[src/rtl/hazard_controller.sv]
// Hazard and execute-stage sequencing controller for the 5-stage RISC-V core:
// operand forwarding, load-use/branch stall-flush, and a multi-cycle op FSM.
module hazard_controller #(
  parameter int unsigned MC_LATENCY = 4,
  parameter int unsigned CNT_W      = 32
) (
  input  logic             clk,
  input  logic             rst,
  input  logic [4:0]       Rs1D,
  input  logic [4:0]       Rs2D,
  input  logic [4:0]       Rs1E,
  input  logic [4:0]       Rs2E,
  input  logic [4:0]       RdE,
  input  logic [4:0]       RdM,
  input  logic [4:0]       RdW,
  input  logic             RegWriteM,
  input  logic             RegWriteW,
  input  logic [1:0]       ResultSrcE,
  input  logic             PCSrcE,
  input  logic             McOpE,
  output logic [1:0]       ForwardAE,
  output logic [1:0]       ForwardBE,
  output logic             StallF,
  output logic             StallD,
  output logic             StallE,
  output logic             FlushD,
  output logic             FlushE,
  output logic             FlushM,
  output logic             McStart,
  output logic             McDone,
  output logic             McBusy,
  output logic [CNT_W-1:0] StallCnt
);

  typedef enum logic {IDLE, BUSY} state_e;

  localparam logic [3:0] CNT_INIT = 4'(MC_LATENCY - 1);

  state_e             state_q, state_d;
  logic [3:0]         cnt_q, cnt_d;
  logic [CNT_W-1:0]   stall_cnt_q, stall_cnt_d;
  logic               mc_stall;
  logic               lw_stall;

  always_comb begin
    ForwardAE = 2'b00;
    if (RegWriteM && (RdM != '0) && (RdM == Rs1E))      ForwardAE = 2'b10;
    else if (RegWriteW && (RdW != '0) && (RdW == Rs1E)) ForwardAE = 2'b01;

    ForwardBE = 2'b00;
    if (RegWriteM && (RdM != '0) && (RdM == Rs2E))      ForwardBE = 2'b10;
    else if (RegWriteW && (RdW != '0) && (RdW == Rs2E)) ForwardBE = 2'b01;
  end

  assign lw_stall = (ResultSrcE == 2'b01) && (RdE != '0) &&
                    ((RdE == Rs1D) || (RdE == Rs2D));

  // cnt counts down the remaining BUSY cycles; the cnt == 1 cycle releases E
  always_comb begin
    state_d  = state_q;
    cnt_d    = cnt_q;
    mc_stall = 1'b0;
    McStart  = 1'b0;
    McDone   = 1'b0;
    case (state_q)
      IDLE: begin
        if (McOpE) begin
          McStart  = 1'b1;
          mc_stall = 1'b1;
          cnt_d    = CNT_INIT;
          state_d  = BUSY;
        end
      end
      BUSY: begin
        if (cnt_q != 4'd1) begin
          mc_stall = 1'b1;
          cnt_d    = cnt_q - 4'd1;
        end else begin
          McDone  = 1'b1;
          cnt_d   = '0;
          state_d = IDLE;
        end
      end
      default: state_d = IDLE;
    endcase
  end

  // A held multi-cycle op masks load-use and branch so the held D/E is not flushed
  always_comb begin
    McBusy      = (state_q == BUSY);
    StallF      = mc_stall | lw_stall;
    StallD      = mc_stall | lw_stall;
    StallE      = mc_stall;
    FlushM      = mc_stall;
    FlushD      = ~mc_stall & PCSrcE;
    FlushE      = ~mc_stall & (lw_stall | PCSrcE);
    StallCnt    = stall_cnt_q;
    stall_cnt_d = stall_cnt_q + {{(CNT_W-1){1'b0}}, StallF};
  end

  always_ff @(posedge clk) begin
    if (rst) begin
      state_q     <= IDLE;
      cnt_q       <= '0;
      stall_cnt_q <= '0;
    end else begin
      state_q     <= state_d;
      cnt_q       <= cnt_d;
      stall_cnt_q <= stall_cnt_d;
    end
  end

endmodule

[config.mk]
export PLATFORM = sky130hd
export DESIGN_NAME = hazard_controller
export DESIGN_NICKNAME = d
export VERILOG_FILES = /design/src/rtl/hazard_controller.sv
export SDC_FILE = /design/constraint.sdc
export NUM_CORES = 1
export LEC_CHECK = 0
export BUFFER_PORTS_ARGS = -buffer_cell sky130_fd_sc_hd__clkbuf_2
export CAP_MARGIN = 20
export CORE_UTILIZATION = 40
export DETAILED_ROUTE_END_ITERATION = 6
export PLACE_DENSITY = 0.78
export SETUP_SLACK_MARGIN = 0.02
export SLEW_MARGIN = 10
export SYNTH_ARGS = -nofsm -noshare
export SYNTH_HDL_FRONTEND = slang
export SYNTH_SLANG_ARGS = --single-unit
[constraint.sdc]
create_clock -name clk -period 10.5 [get_ports clk]
set_clock_uncertainty 0.2 [all_clocks]
set_input_delay 2.1 -clock clk [delete_from_list [all_inputs] [get_ports clk]]
set_output_delay 2.1 -clock clk [all_outputs]
set_load 0.03 [all_outputs]
==> summary.md, run 1 <==
| Metric | Value |
|---|---|
| Number of nets in the finished design | `393` |
| Critical Path AT | `3.65 ns` |
| Via count of the first global-routing pass | `1995` |
| Horiz. Die Dim | `76.4 um` |
| Cell variety after synth | `39` |
| Cell type contributing the most total cell area after synthesis | `dfxtp_1` |
| # H-tree levels | `2` |
| CTS sink cnt | `37` |
| Initial antenna violation count | `0` |
| CP endpoint kind | `primary output` |
| Vias per inst | `5.38` |
| Final cell count without fillers | `416` |
| Placeable core area | `5200 um2` |
| Tightest Hold Check Type | `reg -> reg` |
| Headroom to the max-slew limit | `46.9%` |
| Post-Place Cells | `409` |
| Root cell of the clock tree | `clkbuf_8` |
| CP startpoint | `RdM[1]` |
| Power per standard cell area | `111 nW/um2` |
| Number of flip-flops and latches in the synthesized netlist | `37` |
| Worst hold endpoint | `StallCnt[31]` |
| Residual antenna-violating net count after detailed routing | `0` |
| Number of cell rows | `26` |
| Overflow left after global routing | `0` |
| Hold Startpoint | `StallCnt[31]` |
| Total number of vias | `2236` |
| Clock transition time at the flip-flop clock pins of the worst setup and hold paths | `0.08 ns` |
| Largest net degree at the start of global routing | `40` |
| Cell with the most instances after synthesis | `dfxtp_1` |
| CP Launch Type | `input pin` |
| DRC Markers | `0` |
| Register-to-register path setup slack | `6.96 ns` |
| Number of diodes | `0` |
| Worst-margin pin slew | `0.796 ns` |
| Initial Util | `42.6%` |
| Async set-reset flop share out of synthesis | `0%` |
| Final total negative setup slack | `0 ns` |
| Leak pwr | `1.12 nW` |
| Number of post-CTS setup repair buffers | `0` |
| Total routing resource utilization after global routing | `17.6%` |
| Worst skew pair latency | `0.29 ns` |
| Final Hold Violating Endpoints | `0` |
| Average wire per cell in the routed design | `12.3 um` |
| Post-CTS sizing | `0` |
| Area share of the leading cell type in the synthesized netlist | `33.4%` |
| VDD IR-drop max | `0.0555 mV` |
| Setup violation total in the final timing report | `0` |
| Biggest area contributors in the synthesized netlist | `dfxtp_1 (33%), xor2_1 (11%), or4_1 (5.4%)` |
| Area of the mapped netlist | `2220 um2` |
| Half-perimeter wire length after placement | `3840 um` |
| Max-capacitance violation count | `0` |
| Slack of the critical path | `4.55 ns` |
| Unrepaired setup endpoints after global routing | `no` |
| TritonCTS clock tree | `built` |
| Total iterations of the first detailed-routing run | `4` |
| Leading cell types by count after synthesis | `dfxtp_1 (37), xor2_1 (29), nor2_1 (20)` |
| Sequential share of the synthesized area | `33.4%` |
| Reg-to-Reg End | `StallCnt[30]` |
| Per-instance average area after synthesis | `8.27 um2` |
| Number of synthesized flops with an enable pin | `0` |
| Required arrival time at the worst endpoint | `8.20 ns` |
| Num CTS Buffers | `5` |
| Tot Pwr | `0.305 mW` |
| DRT iter0 DRCs | `95` |
| Placement-stage worst setup slack | `4.56 ns` |
| Deepest clock path buffer count | `2` |
| Hold Path Cell Cnt | `2` |
| Status | `completed` |
| Beginning of the worst register-to-register path | `cnt_q[1]` |
| Depth of the most critical reg-to-reg path | `11` |
| Worst slack on hold paths | `0.291 ns` |
| Main flop type after synthesis | `dfxtp_1` |
| FMAX | `168 MHz` |
| Wire length of the first global-routing pass | `8560 um` |
| # IOs | `88` |
| Setup Crit Path Kind | `in -> out` |
| GP Congestion | `0.831` |
| Fin. max-slew vios | `0` |
| Final Critical Period | `5.95 ns` |
| Total of buffers placed on input and output ports | `87` |
| Net count after synthesis | `315` |
| Layout cell share with drive strength beyond 1 | `29.8%` |
| Synthesis Warnings | `0` |
| Critical path peak fanout | `3` |
| Number of buffers added to fix hold violations after cts | `0` |
| Synthesis-to-finish area growth | `24.2%` |
| Die span in y | `76.4 um` |
| Wirelength, routed | `5100 um` |
| Share of the clock period used by the worst path | `56.7%` |
| Synthesized instance count | `268` |
| Floorplan die area | `5840 um2` |
==> per-stage QoR <==
stage | cell area, um2 | utilization [%]
floorplan | 2220 | -
global placement | 2660 | 51.2
detailed placement | 2660 | 51.2
CTS | 2750 | 52.9
global route | 2750 | 52.9
finish | 2750 | 52.9
==> per-layer routing <==
layer / part of all wire, % / wire length (um) / vias to the layer above / global-route usage (%)
met5: 0 / 0 / - / 0
met4: 1.0 / 53 / 0 / 7.12
met3: 6.0 / 308 / 7 / 3.35
met2: 48 / 2440 / 74 / 31.9
met1: 45 / 2290 / 1033 / 20.0
li1: - / - / 1122 / -
==> placed cells by master, fill, tap and decap left out, drive strengths merged, types with 11 or more instances in the layout <==
master	count
or4	16
o31ai	11
nor4	11
xor2	29
clkbuf	93
nand3	17
nor2	20
a21oi	18
nand2	12
xnor2	13
dfxtp	37
==> critical path: stages <==
cell and delay (ns):
clkbuf_2 0.11, or4_1 0.53, o21ai_0 0.24, nor4_1 0.12, nor4_1 0.30, clkbuf_2 0.25
==> state kept, by name, summed over array words and instances, names as in the netlist <==
signal,flops
cnt_q,4
McBusy,1
StallCnt,32
==> cells by family (layout without fill, tap and decap cells) <==
group / Yosys count / after routing / share of synthesized area [%]
multiplexers: 4 / 4 / 1.98
XOR/XNOR: 42 / 42 / 16.6
AND/OR/NAND/NOR: 113 / 113 / 29.0
flip-flops: 37 / 37 / 33.4
buffers and inverters: 25 / 103 / 4.97
adder cells (fa/ha/maj): 4 / 4 / 2.26
AO/OA/AOI/OAI: 43 / 43 / 11.7
==> final cells by class <==
cell class                 count  area, um2
multi-input combinational    206       1370
tap                           70       87.6
clock buffer                   6       82.6
clock inverter                 1       7.51
fill                         489       2450
inverter                       9       33.8
sequential                    37        741
timing repair buffer          87        435
==> power breakdown <==
group          internal (mW)  leakage, nW  switching (mW)
clock                 0.0519       0.0433          0.0500
sequential             0.144        0.299         0.00396
combinational         0.0223        0.779          0.0331
total                  0.218         1.12          0.0870
==> how the worst max path moves through the flow <==
stage | to | slack, ns | depth (start not counted)
after floorplan | ForwardAE[0] | 4.16 | 4
after global placement | ForwardAE[0] | 4.63 | 6
after detailed placement | ForwardAE[0] | 4.56 | 6
after global routing | ForwardAE[0] | 4.48 | 6
after CTS | ForwardAE[0] | 4.56 | 6
final | ForwardAE[0] | 4.55 | 6
(Power assumes the default switching activity.)
==> run 2, diff against run 1 <==
==> constraint.sdc (replaced) <==
create_clock -name clk -period 6.09 [get_ports clk]
set_clock_uncertainty 0.2 [all_clocks]
set_input_delay 1.218 -clock clk [delete_from_list [all_inputs] [get_ports clk]]
set_output_delay 1.218 -clock clk [all_outputs]
set_load 0.03 [all_outputs]
==> run 2 against run 1 <==
  * Total power is 72% higher
  * Global-route usage up 0.27 points
  * Clock power is 72% higher
  * Highest routed layer unchanged
  * Cell count did not move
  * Non-clock buffer count stayed put
  * Die area unchanged
  * Critical endpoint unchanged
  * Sequential power up 73%
  * Largest power group unchanged
==> summary.md, run 2 (synthesized netlist as in run 1, its figures left out) <==
| Metric | Value |
|---|---|
| Status | `completed` |
| Required arrival time at the worst endpoint | `4.67 ns (-3.53 ns)` |
| Number of buffers added to fix hold violations after cts | `0 (unchanged)` |
| Final Hold Violating Endpoints | `0 (unchanged)` |
| Critical path peak fanout | `3 (unchanged)` |
| # H-tree levels | `2 (unchanged)` |
| Wirelength, routed | `5150 um (+1.1%)` |
| Placeable core area | `5200 um2 (unchanged)` |
| Worst-margin pin slew | `0.758 ns (-0.0384 ns)` |
| Via count of the first global-routing pass | `2028 (+1.7%)` |
| Average wire per cell in the routed design | `12.4 um (+1.1%)` |
| Die span in y | `76.4 um (unchanged)` |
| Max-capacitance violation count | `0 (unchanged)` |
| Setup Crit Path Kind | `in -> out` |
| Number of nets in the finished design | `393 (unchanged)` |
| Share of the clock period used by the worst path | `68.7%` |
| Total routing resource utilization after global routing | `17.8% (+0.27 points)` |
| Worst skew pair latency | `0.29 ns (about the same)` |
| Total number of vias | `2203 (-1.5%)` |
| CP Launch Type | `input pin` |
| Largest net degree at the start of global routing | `40 (unchanged)` |
| Number of diodes | `0 (unchanged)` |
| Post-placement cell area | `2660 um2 (unchanged)` |
| Total of buffers placed on input and output ports | `87 (unchanged)` |
| Headroom to the max-slew limit | `49.5% (+2.6 points)` |
| Number of cell rows | `26 (unchanged)` |
| Horiz. Die Dim | `76.4 um (unchanged)` |
| Fin. max-slew vios | `0 (unchanged)` |
| Residual antenna-violating net count after detailed routing | `0 (unchanged)` |
| Half-perimeter wire length after placement | `3960 um (+3.2%)` |
| Layout cell share with drive strength beyond 1 | `29.8% (unchanged)` |
| Tightest Hold Check Type | `reg -> reg` |
| FMAX | `239 MHz` |
| Clock transition time at the flip-flop clock pins of the worst setup and hold paths | `0.07 ns (about the same)` |
| TritonCTS clock tree | `built` |
| Total iterations of the first detailed-routing run | `4 (unchanged)` |
| Num CTS Buffers | `5 (unchanged)` |
| Placement-stage worst setup slack | `1.59 ns (-2.98 ns)` |
| Power per standard cell area | `191 nW/um2 (+72%)` |
| VDD IR-drop max | `0.0952 mV (+72%)` |
| Deepest clock path buffer count | `2 (unchanged)` |
| Initial antenna violation count | `0 (unchanged)` |
| Max reg flops | `32 (unchanged)` |
| Vias per inst | `5.30 (-1.5%)` |
| # IOs | `88 (unchanged)` |
| Final design instance area without fill | `2750 um2 (unchanged)` |
| Commonest non-fill, non-tap cells in the layout | `clkbuf_2 (87), dfxtp_1 (37), xor2_1 (29)` |
| Root cell of the clock tree | `clkbuf_8` |
| Worst slack on hold paths | `0.294 ns (+0.00336 ns)` |
| DRT iter0 DRCs | `67 (-29%)` |
| Wire length of the first global-routing pass | `8600 um (+0.56%)` |
| Setup violation total in the final timing report | `0 (unchanged)` |
| Leak pwr | `1.12 nW (unchanged)` |
| GP Congestion | `0.824 (-0.83%)` |
| Post-CTS sizing | `0 (unchanged)` |
| CTS sink cnt | `37 (unchanged)` |
| Slack of the critical path | `1.91 ns (-2.64 ns)` |
| Utilization after layout | `52.9% (unchanged)` |
| Final Critical Period | `4.18 ns` |
| DRC Markers | `0 (unchanged)` |
| Final total negative setup slack | `0 ns (unchanged)` |
| Floorplan die area | `5840 um2 (unchanged)` |
| Initial Util | `42.6% (unchanged)` |
| Critical Path AT | `2.77 ns (-0.88 ns)` |
| Overflow left after global routing | `0 (unchanged)` |
| Most common cell after layout, fill and taps aside | `clkbuf_2` |
| CP endpoint kind | `primary output` |
| Number of post-CTS setup repair buffers | `0 (unchanged)` |
| Synthesis-to-finish area growth | `24.2% (unchanged)` |
| Unrepaired setup endpoints after global routing | `no` |
==> run 2: cell type report <==
cell class | count | area, um2
sequential | 37 | 741
clock inverter | 1 | 7.51
tap | 70 | 87.6
clock buffer | 6 | 82.6
fill | 507 | 2450
timing repair buffer | 87 | 435
inverter | 9 | 33.8
multi-input combinational | 206 | 1370
==> run 2: metal layers <==
layer | vias up | GRT usage [%] | routed length [um]
met1 | 996 | 19.7 | 2260
li1 | 1122 | - | -
met5 | - | 0 | 0
met2 | 75 | 32.8 | 2520
met4 | 0 | 6.92 | 74
met3 | 10 | 4.07 | 299
==> run 2: worst paths after layout <==
check                           cells after the start      endpoint  slack [ns]          from
worst max-delay path                                6  ForwardAE[0]        1.91        RdM[1]
worst min-delay path                                2  StallCnt[31]        0.29  StallCnt[31]
worst max register to register                     10  StallCnt[31]        2.61      cnt_q[1]
worst min register to register                      2  StallCnt[31]        0.29  StallCnt[31]
==> run 2: critical path: stages <==
cell and delay [ns]:
clkbuf_2 0.11, or4_1 0.52, o21ai_0 0.23, nor4_1 0.12, nor4_1 0.30, clkbuf_2 0.26
==> run 2: metrics by stage <==
step	power [mW]	instances
6_report	0.524	416
2_1_floorplan	0.320	268
3_3_place_gp	0.354	409
5_1_grt	0.547	416
4_1_cts	0.531	416
3_5_place_dp	0.356	409
==> run 2: report_power, final <==
part / switching, mW / internal (mW)
sequential: 0.00671 / 0.247
combinational: 0.0569 / 0.0384
clock: 0.0856 / 0.0894
==> run 3, diff against run 2 <==
--- a/config.mk
+++ b/config.mk
@@ -9,7 +9,7 @@
 export CAP_MARGIN = 20
 export CORE_UTILIZATION = 40
 export DETAILED_ROUTE_END_ITERATION = 6
-export PLACE_DENSITY = 0.78
+export PLACE_DENSITY = 0.81
 export SETUP_SLACK_MARGIN = 0.02
 export SLEW_MARGIN = 10
 export SYNTH_ARGS = -nofsm -noshare
==> constraint.sdc (replaced) <==
create_clock -name clk -period 3.8 [get_ports clk]
set_clock_uncertainty 0.2 [all_clocks]
set_input_delay 0.76 -clock clk [delete_from_list [all_inputs] [get_ports clk]]
set_output_delay 0.76 -clock clk [all_outputs]
set_load 0.03 [all_outputs]
==> run 3 against run 2 <==
  * Clock power grew 63%
  * Utilization grew 0.87 points
  * Largest cell class unchanged
  * Sequential share of layout area shrank 0.43 points
  * Critical path depth grew 5
  * Critical endpoint is now StallCnt[28]
  * Highest routed layer unchanged
  * Cell count grew 1.2%
  * First-iteration DRC count grew to 2.6 times the previous value
  * Worst setup slack lost 1.5 ns
  * Routed wire length grew 0.80%
==> summary.md, run 3 (synthesized netlist as in run 1, its figures left out) <==
| Metric | Value |
|---|---|
| Status | `completed` |
| FMAX | `292 MHz` |
| Setup violation total in the final timing report | `0 (unchanged)` |
| Wirelength, routed | `5190 um (+0.80%)` |
| Unrepaired setup endpoints after global routing | `no` |
| Headroom to the max-slew limit | `48.8% (-0.63 points)` |
| Floorplan die area | `5840 um2 (unchanged)` |
| Share of the clock period used by the worst path | `90.0%` |
| Residual antenna-violating net count after detailed routing | `0 (unchanged)` |
| Switching part of the total power | `28.5% (+0.039 points)` |
| Commonest non-fill, non-tap cells in the layout | `clkbuf_2 (87), dfxtp_1 (37), xor2_1 (29)` |
| Half-perimeter wire length after placement | `4020 um (+1.6%)` |
| Fraction of power consumed by combinational cells | `18.5% (+0.3 points)` |
| Number of nets in the finished design | `397 (+1.0%)` |
| CP Launch Type | `input pin` |
| Required arrival time at the worst endpoint | `3.77 ns (-0.90 ns)` |
| Worst-margin pin slew | `0.767 ns (+0.00944 ns)` |
| Vias per inst | `5.38 (+1.7%)` |
| Die span in y | `76.4 um (unchanged)` |
| Synthesis-to-finish area growth | `26.3%` |
| Max-capacitance violation count | `0 (unchanged)` |
| Deepest clock path buffer count | `2 (unchanged)` |
| Number of buffers added to fix hold violations after cts | `0 (unchanged)` |
| Worst skew pair latency | `0.28 ns (about the same)` |
| Total number of vias | `2267 (+2.9%)` |
| # IOs | `88 (unchanged)` |
| # fillers | `490 (-3.4%)` |
| CP endpoint kind | `flop` |
| DRC Markers | `0 (unchanged)` |
| Most common cell after layout, fill and taps aside | `clkbuf_2` |
| Post-placement cell area | `2700 um2 (+1.5%)` |
| Largest net degree at the start of global routing | `40 (unchanged)` |
| Critical Path AT | `3.39 ns (+0.62 ns)` |
| CTS sink cnt | `37 (unchanged)` |
| Post-Place Cells | `413 (+0.98%)` |
| Max reg flops | `32 (unchanged)` |
| GP Congestion | `0.845 (+2.5%)` |
| Placeable core area | `5200 um2 (unchanged)` |
| Power per standard cell area | `304 nW/um2 (+59%)` |
| Total of buffers placed on input and output ports | `87 (unchanged)` |
| Critical path peak fanout | `16 (+13)` |
| Number of post-CTS setup repair buffers | `0 (unchanged)` |
| Share of power burned in registers | `47.9% (-0.6 points)` |
| Initial Util | `42.6% (unchanged)` |
| Number of cell rows | `26 (unchanged)` |
| VDD IR-drop max | `0.182 mV (+91%)` |
| Net Sw Power | `0.242 mW (+62%)` |
| Horiz. Die Dim | `76.4 um (unchanged)` |
| Num CTS Buffers | `5 (unchanged)` |
| Post-CTS sizing | `0 (unchanged)` |
| Final Hold Violating Endpoints | `0 (unchanged)` |
| Total iterations of the first detailed-routing run | `4 (unchanged)` |
| Wire length of the first global-routing pass | `8870 um (+3.0%)` |
| Final design instance area without fill | `2800 um2 (+1.6%)` |
| Initial antenna violation count | `0 (unchanged)` |
| Number of diodes | `0 (unchanged)` |
| Final total negative setup slack | `0 ns (unchanged)` |
| # H-tree levels | `2 (unchanged)` |
| Total routing resource utilization after global routing | `18.2% (+0.32 points)` |
| Final cell count without fillers | `421 (+1.2%)` |
| Final Critical Period | `3.42 ns` |
| Tightest Hold Check Type | `reg -> reg` |
| Clock transition time at the flip-flop clock pins of the worst setup and hold paths | `0.07 ns (about the same)` |
| Setup Crit Path Kind | `in -> reg` |
| Root cell of the clock tree | `clkbuf_8` |
| Via count of the first global-routing pass | `2088 (+3.0%)` |
| TritonCTS clock tree | `built` |
| Internal power summed over all cells | `0.608 mW (+62%)` |
| DRT iter0 DRCs | `176 (+160%)` |
| Layout cell share with drive strength beyond 1 | `31.6% (+1.9 points)` |
| Average wire per cell in the routed design | `12.3 um (-0.40%)` |
| Leak pwr | `1.15 nW (+2.3%)` |
| Overflow left after global routing | `0 (unchanged)` |
| Part of the power in the clock network | `33.6% (+0.2 points)` |
| Fin. max-slew vios | `0 (unchanged)` |
==> run 3: cell count changes in the layout (fill, tap and decap cells not counted) <==
cell,previous run,this run
ha_2,0,1
clkinv_2,0,1
ha_1,4,3
o21ai_0,9,8
clkinv_4,0,1
o21ai_2,0,1
nor2b_2,0,1
buf_4,0,4
nor2b_1,6,5
clkinvlp_4,1,0
==> run 3: per-layer routing <==
metal,part of all wire (%),track usage (%)
met2,50,33.5
met5,0,0
met3,6.0,5.39
met1,43,20.2
met4,0.65,4.23
==> run 3: critical path, stage by stage <==
cell and delay, ns:
clkbuf_2 0.11, xor2_1 0.16, nor3_1 0.18, a22oi_1 0.13
o21ai_2 0.17, ha_2 0.23, ha_1 0.23, nand3_1 0.12
or3_1 0.57, nor4_1 0.36, mux2_2 0.37
==> run 3: through the flow <==
stage               hold slack [ns]  setup WS (ns)  power (mW)  utilization, %
finish                        0.285          0.379       0.850            53.8
global route                  0.306          0.189       0.899            53.8
CTS                           0.285          0.374       0.859            53.8
detailed placement            0.272         0.0704       0.574            51.9
global placement              0.265          0.169       0.570            51.9
floorplan                     0.258         0.0214       0.515               -
==> run 3: worst paths after layout <==
check / startpoint / endpoint / slack, ns / cells after the start
worst max-delay path: RdE[2] / StallCnt[28] / 0.38 / 11
worst min-delay path: StallCnt[31] / StallCnt[31] / 0.28 / 2
worst max register to register: cnt_q[1] / StallCnt[28] / 0.57 / 11
worst min register to register: StallCnt[31] / StallCnt[31] / 0.28 / 2
==> run 3: final cells by class <==
class                      instances  area [um2]  area share [%]
tap                               70        87.6            3.13
clock buffer                       6        82.6            2.95
timing repair buffer              91         465            16.6
clock inverter                     2        13.8           0.492
sequential                        37         741            26.5
multi-input combinational        206        1370            49.1
inverter                           9        33.8            1.21
==> run 3: power by group through the flow <==
| stage | combinational (mW) | sequential [mW] | clock (mW) |
|---|---|---|---|
| final | 0.157 | 0.407 | 0.286 |
| after global routing | 0.173 | 0.409 | 0.317 |
| after CTS | 0.158 | 0.407 | 0.293 |
| after detailed placement | 0.158 | 0.416 | 0 |
| after global placement | 0.154 | 0.416 | 0 |
| after floorplan | 0.0933 | 0.422 | 0 |
